[src/rtl/vga_regport.sv]
// Host register port for the text-mode VGA controller: decodes byte-wide register
// accesses, writes characters/attributes to VRAM/CRAM, owns the cursor and a screen fill.
module vga_regport #(
  parameter int COLS   = 80,
  parameter int ROWS   = 25,
  parameter int ADDR_W = 11
) (
  input  logic              i_clk,
  input  logic              i_rst_l,
  input  logic              i_cs_h,
  input  logic              i_rl_wh,
  input  logic [2:0]        i_reg,
  input  logic [7:0]        i_port,
  output logic [7:0]        o_port,
  output logic              o_ready_h,
  output logic [ADDR_W-1:0] o_vram_addr,
  output logic [7:0]        o_vram_data,
  output logic              o_vram_we_h,
  output logic [ADDR_W-1:0] o_cram_addr,
  output logic [7:0]        o_cram_data,
  output logic              o_cram_we_h,
  output logic [ADDR_W-1:0] o_cursor_addr,
  output logic              o_cursor_enable_h
);

  localparam int                CELLS     = COLS * ROWS;
  localparam logic [ADDR_W:0]   CELLS_C   = (ADDR_W + 1)'(CELLS);
  localparam logic [ADDR_W-1:0] LAST_CELL = ADDR_W'(CELLS - 1);

  typedef enum logic [2:0] {
    ST_IDLE,
    ST_EXEC,
    ST_WRITE,
    ST_FILL,
    ST_RELEASE
  } state_t;

  state_t            state_reg;
  logic [2:0]        reg_sel_reg;
  logic              rw_reg;
  logic [7:0]        data_reg;
  logic [7:0]        control_reg;
  logic [7:0]        color_reg;
  logic              err_reg;
  logic [ADDR_W-1:0] cursor_reg;
  logic [ADDR_W-1:0] fill_cnt_reg;

  logic [7:0]        rd_val;
  logic [ADDR_W-1:0] cur_next;
  logic              cur_oob;

  always_comb begin
    rd_val = 8'hFF;
    case (reg_sel_reg)
      3'd0:    rd_val = {3'b101, 2'b00, err_reg, 1'b0, 1'b1};
      3'd2:    rd_val = cursor_reg[7:0];
      3'd3:    rd_val = 8'(cursor_reg[ADDR_W-1:8]);
      3'd4:    rd_val = control_reg;
      3'd5:    rd_val = color_reg;
      3'd7:    rd_val = 8'hEE;
      default: rd_val = 8'hFF;
    endcase
  end

  // A cursor write replaces one byte half; the other half keeps its current value.
  always_comb begin
    cur_next = cursor_reg;
    if (reg_sel_reg == 3'd2)
      cur_next = {cursor_reg[ADDR_W-1:8], data_reg};
    else
      cur_next = {data_reg[ADDR_W-9:0], cursor_reg[7:0]};
    cur_oob = ({1'b0, cur_next} >= CELLS_C);
  end

  always_ff @(posedge i_clk or negedge i_rst_l) begin
    if (!i_rst_l) begin
      state_reg    <= ST_IDLE;
      reg_sel_reg  <= 3'd0;
      rw_reg       <= 1'b0;
      data_reg     <= 8'h00;
      control_reg  <= 8'h03;
      color_reg    <= 8'h07;
      err_reg      <= 1'b0;
      cursor_reg   <= '0;
      fill_cnt_reg <= '0;
      o_port       <= 8'h00;
      o_ready_h    <= 1'b1;
      o_vram_addr  <= '0;
      o_vram_data  <= 8'h00;
      o_vram_we_h  <= 1'b0;
      o_cram_addr  <= '0;
      o_cram_data  <= 8'h00;
      o_cram_we_h  <= 1'b0;
    end else begin
      case (state_reg)
        ST_IDLE: begin
          if (i_cs_h && o_ready_h) begin
            reg_sel_reg <= i_reg;
            rw_reg      <= i_rl_wh;
            data_reg    <= i_port;
            o_ready_h   <= 1'b0;
            state_reg   <= ST_EXEC;
          end
        end
        ST_EXEC: begin
          if (!rw_reg) begin
            o_port <= rd_val;
            if (reg_sel_reg == 3'd0)
              err_reg <= 1'b0;
            state_reg <= ST_RELEASE;
          end else begin
            state_reg <= ST_RELEASE;
            case (reg_sel_reg)
              3'd1: begin
                o_vram_addr <= cursor_reg;
                o_cram_addr <= cursor_reg;
                o_vram_data <= data_reg;
                o_cram_data <= color_reg;
                o_vram_we_h <= 1'b1;
                o_cram_we_h <= 1'b1;
                state_reg   <= ST_WRITE;
              end
              3'd2, 3'd3: begin
                cursor_reg <= cur_oob ? '0 : cur_next;
                if (cur_oob)
                  err_reg <= 1'b1;
              end
              3'd4: control_reg <= data_reg;
              3'd5: color_reg   <= data_reg;
              3'd6: begin
                // Cell 0 is presented here so the fill is CELLS back-to-back strobes.
                fill_cnt_reg <= '0;
                o_vram_addr  <= '0;
                o_cram_addr  <= '0;
                o_vram_data  <= data_reg;
                o_cram_data  <= color_reg;
                o_vram_we_h  <= 1'b1;
                o_cram_we_h  <= 1'b1;
                state_reg    <= ST_FILL;
              end
              default: ;
            endcase
          end
        end
        ST_WRITE: begin
          o_vram_we_h <= 1'b0;
          o_cram_we_h <= 1'b0;
          if (control_reg[1])
            cursor_reg <= (cursor_reg == LAST_CELL) ? '0 : cursor_reg + 1'b1;
          state_reg <= ST_RELEASE;
        end
        ST_FILL: begin
          if (fill_cnt_reg == LAST_CELL) begin
            o_vram_we_h <= 1'b0;
            o_cram_we_h <= 1'b0;
            cursor_reg  <= '0;
            state_reg   <= ST_RELEASE;
          end else begin
            fill_cnt_reg <= fill_cnt_reg + 1'b1;
            o_vram_addr  <= fill_cnt_reg + 1'b1;
            o_cram_addr  <= fill_cnt_reg + 1'b1;
          end
        end
        ST_RELEASE: begin
          if (!i_cs_h) begin
            o_ready_h <= 1'b1;
            state_reg <= ST_IDLE;
          end
        end
        default: state_reg <= ST_IDLE;
      endcase
    end
  end

  assign o_cursor_addr     = cursor_reg;
  assign o_cursor_enable_h = control_reg[0];

endmodule

[config.mk]
export PLATFORM = sky130hd
export DESIGN_NAME = vga_regport
export DESIGN_NICKNAME = d
export VERILOG_FILES = /design/src/rtl/vga_regport.sv
export SDC_FILE = /design/constraint.sdc
export NUM_CORES = 1
export LEC_CHECK = 0
export BUFFER_PORTS_ARGS = -buffer_cell sky130_fd_sc_hd__buf_2
export CAP_MARGIN = 5
export CORE_ASPECT_RATIO = 0.9
export CORE_MARGIN = 2
export CORE_UTILIZATION = 40
export DETAILED_ROUTE_END_ITERATION = 8
export GPL_TIMING_DRIVEN = 0
export HOLD_SLACK_MARGIN = 0.06
export SLEW_MARGIN = 20
export SYNTH_ARGS = -nofsm -noshare
export SYNTH_HDL_FRONTEND = slang
export SYNTH_SLANG_ARGS = --single-unit
[constraint.sdc]
create_clock -name i_clk -period 5.3 [get_ports i_clk]
set_input_delay 1.325 -clock i_clk [delete_from_list [all_inputs] [get_ports i_clk]]
set_output_delay 1.325 -clock i_clk [all_outputs]
set_load 0.01 [all_outputs]
# Word-level counts from Yosys, hierarchy flattened
# Cells that the tools add are included.
# op_classes
eq_ne,25
mul,0
reduce_logical,21
div,0
bitwise,1
magnitude_cmp,1
shift,0
n_mux,33
addsub,2
# op_table
op,count
two-way mux 11 bit,11
one-hot mux 11 bit (2 select lines),3
one-hot mux 8 bit (6 select lines),1
one-hot mux 11 bit (3 select lines),1
"adder 11 x 1 -> 11 bit, second input constant",2
"equality test 11 bit, second input constant",2
"inequality test 2 bit, second input constant",8
AND reduction 4 bit,4
"equality test 3 bit, second input constant",5
one-hot mux 3 bit (5 select lines),1
AND reduction 3 bit,5
"equality test 3 x 2 -> 1 bit, second input constant",4
two-way mux 3 bit,4
">= comparator 11 bit, second input constant",1
two-way mux 1 bit,9
"equality test 3 x 1 -> 1 bit, second input constant",2
logical NOT 3 bit,2
"inequality test 2 x 1 -> 1 bit, second input constant",3
one-hot mux 3 bit (2 select lines),1
nonzero test 2 bit,3
AND reduction 5 bit,1
AND reduction 2 bit,2
OR reduction 2 bit,2
"inequality test 3 x 1 -> 1 bit, second input constant",1
other kinds (5),5
# totals
out_inout_bits,61
reg_bits,91
elab_cells,98
mem_count,0
mem_bits_ro,0
in_bits,15
latch_bits,0
mem_bits_rw,0

# Depth between registers and ports, before layout
# logic_depth
depth_word,7
mapped_depth,8
mapped_depth_nobuf,6

# Least setup slack after synthesis
# No wires, ideal clock.
# synth_timing
path_kind,input to register
from,input i_cs_h
to,register data_reg[2]
setup_ns,0.125
slack_ns,3.111
t_required_ns,5.175
n_path_buf,1
cell_stages,5
t_arrival_ns,2.064
path_cell_list,nand2_1 > nor2_1 > nand2_1 > buf_2 > mux2_2
# synth_via
elab_chain_cells,2
# synth_rtl
item,line_no,source
from (decl),10,"input logic i_cs_h,"
logical AND 1 bit,97,if (i_cs_h && o_ready_h) begin
AND reduction 2 bit (no line),-,
to (signal assigned),100,data_reg <= i_port;
to (decl),41,logic [7:0] data_reg;
# Every way passes these cells.
# A chain may end at the register's enable or synchronous reset.

# Final worst setup path
# layout_timing
from,"register cursor_reg[5], in the netlist o_cursor_addr[5]"
to,output o_cursor_addr[5]
# layout_lines
item,line_no,source
from (decl),45,logic [ADDR_W-1:0] cursor_reg;
from (signal assigned),124,cursor_reg <= cur_oob ? '0 : cur_next;
from (signal assigned),149,cursor_reg <= (cursor_reg == LAST_CELL) ? '0 : cursor_reg + 1'b1;
to (decl),22,"output logic [ADDR_W-1:0] o_cursor_addr,"
# No word-level cell between the ends.

==> impl_metrics.tcl <==
set metrics [dict create \
    required_ns 3.97 \
    design_area_sq_um 5610 \
    pwr-share-clk 0.468 \
    grt_pass1_vias 3610 \
    async_flop_share 1.00 \
    syn_nets 457 \
    cts.sinks 91 \
    area.growth.synth_to_final_pct 18.9 \
    vias_per_cell 5.45 \
    ys_warn_count 0 \
    vias 3753 \
    wl_um 12100 \
    route.detailed.drc 0 \
    clk_latency_ns 0.35 \
    nFillCells 1134 \
    synth_top_cell_by_area "dfrtp_1" \
    yosys-top-cells-area "dfrtp_1, mux2_2, nand2_1" \
    ys_ff_latch 91 \
    cts.repair.resized 0 \
    postRouteAntennaNets 0 \
    ys_types 66 \
    grt-ovfl-total 0 \
    p_comb_frac 0.016 \
    synth_common_cells "dfrtp_1, nand2_1, mux2_2" \
    finalCritPeriodShare 0.459 \
    power.internal_w 0.00107 \
    finalSetupViolations 0 \
    powerDensity_nw_per_um2 240 \
    cts_hold_buffers 0 \
    syn_avg_cell_area_sq_um 10.7 \
    status "finished clean" \
    criticalPathCategory "reg -> out" \
    hold_class "reg -> reg" \
    cts_root_buf "clkbuf_16" \
    grt_antenna_before_repair 0 \
    post-route-min-period_ns 2.43 \
    endpoint_kind "output port" \
    fin_tns_setup_ns 0 \
    start_kind "flip-flop" \
    cts-buffers-inserted 9 \
    crit_buf_inv 1 \
    fp.dieH_um 107 \
    clk_pin_slew_worst_paths_ns 0.06 \
    fp.coreArea_sq_um 11500 \
    place_area_sq_um 5320 \
    synth_ff_type "dfrtp_1" \
    synth_seq_area_share 0.485 \
    dieArea_sq_um 12700 \
    rows 37 \
    cts_setup_buffers 0 \
    seq_power_share 0.516 \
    max_cap_violations 0 \
    p_sw_frac 0.208 \
    antenna_cells 0 \
    grt_usage 0.202 \
    grt_setup_unrepaired "false" \
    peakVddDrop_mv 0.181 \
    path_cells "buf_2" \
    tritoncts "done" \
    grt_pass1_wl_um 19800 \
    die_x_um 118 \
    worst_pin_slew_ns 0.673 \
    finClkSkew_ns 0.00873 \
    yosysMostFrequentCell "dfrtp_1" \
    synthCells 440 \
    htree_levels 3 \
    synth_edf_count 0 \
    p_leak_nw 2.68 \
    worst_path_largest_cell_delay_ns 0.56 \
    worstPathMaxFanout 9 \
    cp_top_family "flip-flops" \
    firstDrtPassIters 5 \
    mappedNetlistArea_sq_um 4710 \
    start_util 0.411 \
    detailed_place_hpwl_um 8730 \
    post_drt_wl_per_cell_um 17.7 \
    clock_path_buffers 2 \
    io_buffers 75 \
    ioPinCount 76 \
    gp_congestion 0.826 \
    fin_nets 544 \
    hold_viol 0 \
    synth_top_area_share 0.451 \
    grt_max_degree 56 \
    drv_slew 0 \
    crit_arrival_ns 1.11 \
    fmax_mhz 411 \
    max-slew-margin-rel 0.549 \
    drt_iter0_markers 184 \
    slowest_stage "dfrtp_1" \
    drive_above_1_share 0.359 \
    switchingPower_w 0.000280 \
    finalPower_w 0.00135 \
]
[cell type report]
type	count	area, sq um	area share
flip-flops and latches	91	2280	0.407
clock buffers	11	233	0.0415
plain buffers	38	221	0.0395
clock inverters	5	56.3	0.0100
well taps	156	195	0.0348
multi-input cells	306	2190	0.390
inverters	5	18.8	0.00335
repair buffers	76	409	0.0730
[power groups by stage]
stage	clock network, W	registers [W]	logic (W)
final	0.000629	0.000695	0.0000216
after global routing	0.000674	0.000694	0.0000251
after global placement	0	0.000708	0.0000199
after CTS	0.000644	0.000695	0.0000228
after floorplan	0	0.000708	0.000000473
after detailed placement	0	0.000707	0.0000228
[cell families after synthesis]
family	share of synthesized area
AND/OR/NAND/NOR	0.158
flip-flops	0.485
buffers and inverters	0.0510
XOR/XNOR	0.0167
multiplexers	0.119
adder cells (fa/ha/maj)	0.00531
AO/OA/AOI/OAI	0.165
[placed cells by master, fill, tap and decap left out, drive strengths merged, types with 5 or more instances in the layout]
master,n
nor3,14
nor3b,5
dfrtp,85
clkbuf,18
nand2b,5
o31ai,13
a21o,5
a211oi,6
nor2,21
mux2,45
a2bb2oi,6
nand2,52
dfstp,6
o21ai,32
xnor2,7
nand3,13
nor2b,8
a21oi,15
inv,5
buf,107
[routing by layer]
metal | vias to the layer above | routed length, um | part of all wire | global-route usage
met5 | - | 0 | 0 | 0
met2 | 99 | 5400 | 0.44 | 0.301
met1 | 1864 | 5960 | 0.49 | 0.295
li1 | 1775 | - | - | -
met4 | 0 | 178 | 0.015 | 0.0629
met3 | 15 | 608 | 0.050 | 0.0410
[worst min-delay path: stages (launching register included)]
cell and delay [ns]:
dfstp_2 0.38, nand2_1 0.05, nand2_1 0.04
[through the flow]
stage / hold WS, ns / setup WS, ns / cells / util
after floorplan: 0.468 / 3.11 / 440 / -
after global placement: 0.463 / 2.01 / 671 / 0.460
after detailed placement: 0.459 / 2.86 / 672 / 0.463
after CTS: 0.474 / 2.86 / 688 / 0.488
after global routing: 0.498 / 2.73 / 688 / 0.488
final: 0.472 / 2.87 / 688 / 0.488
[worst paths after layout]
| check | start | end | slack (ns) | cells after the start |
|---|---|---|---|---|
| max | o_cursor_addr[5] | o_cursor_addr[5] | 2.87 | 1 |
| min | o_ready_h | o_ready_h | 0.47 | 2 |
| max reg2reg | o_cursor_addr[0] | o_cursor_addr[3] | 2.96 | 6 |
| min reg2reg | o_ready_h | o_ready_h | 0.47 | 2 |
| max in group asynchronous | i_rst_l | color_reg[2] | 3.80 | 2 |
| min in group asynchronous | i_rst_l | fill_cnt_reg[10] | 0.87 | 1 |
Note: power is estimated with default switching activity, not from simulation.
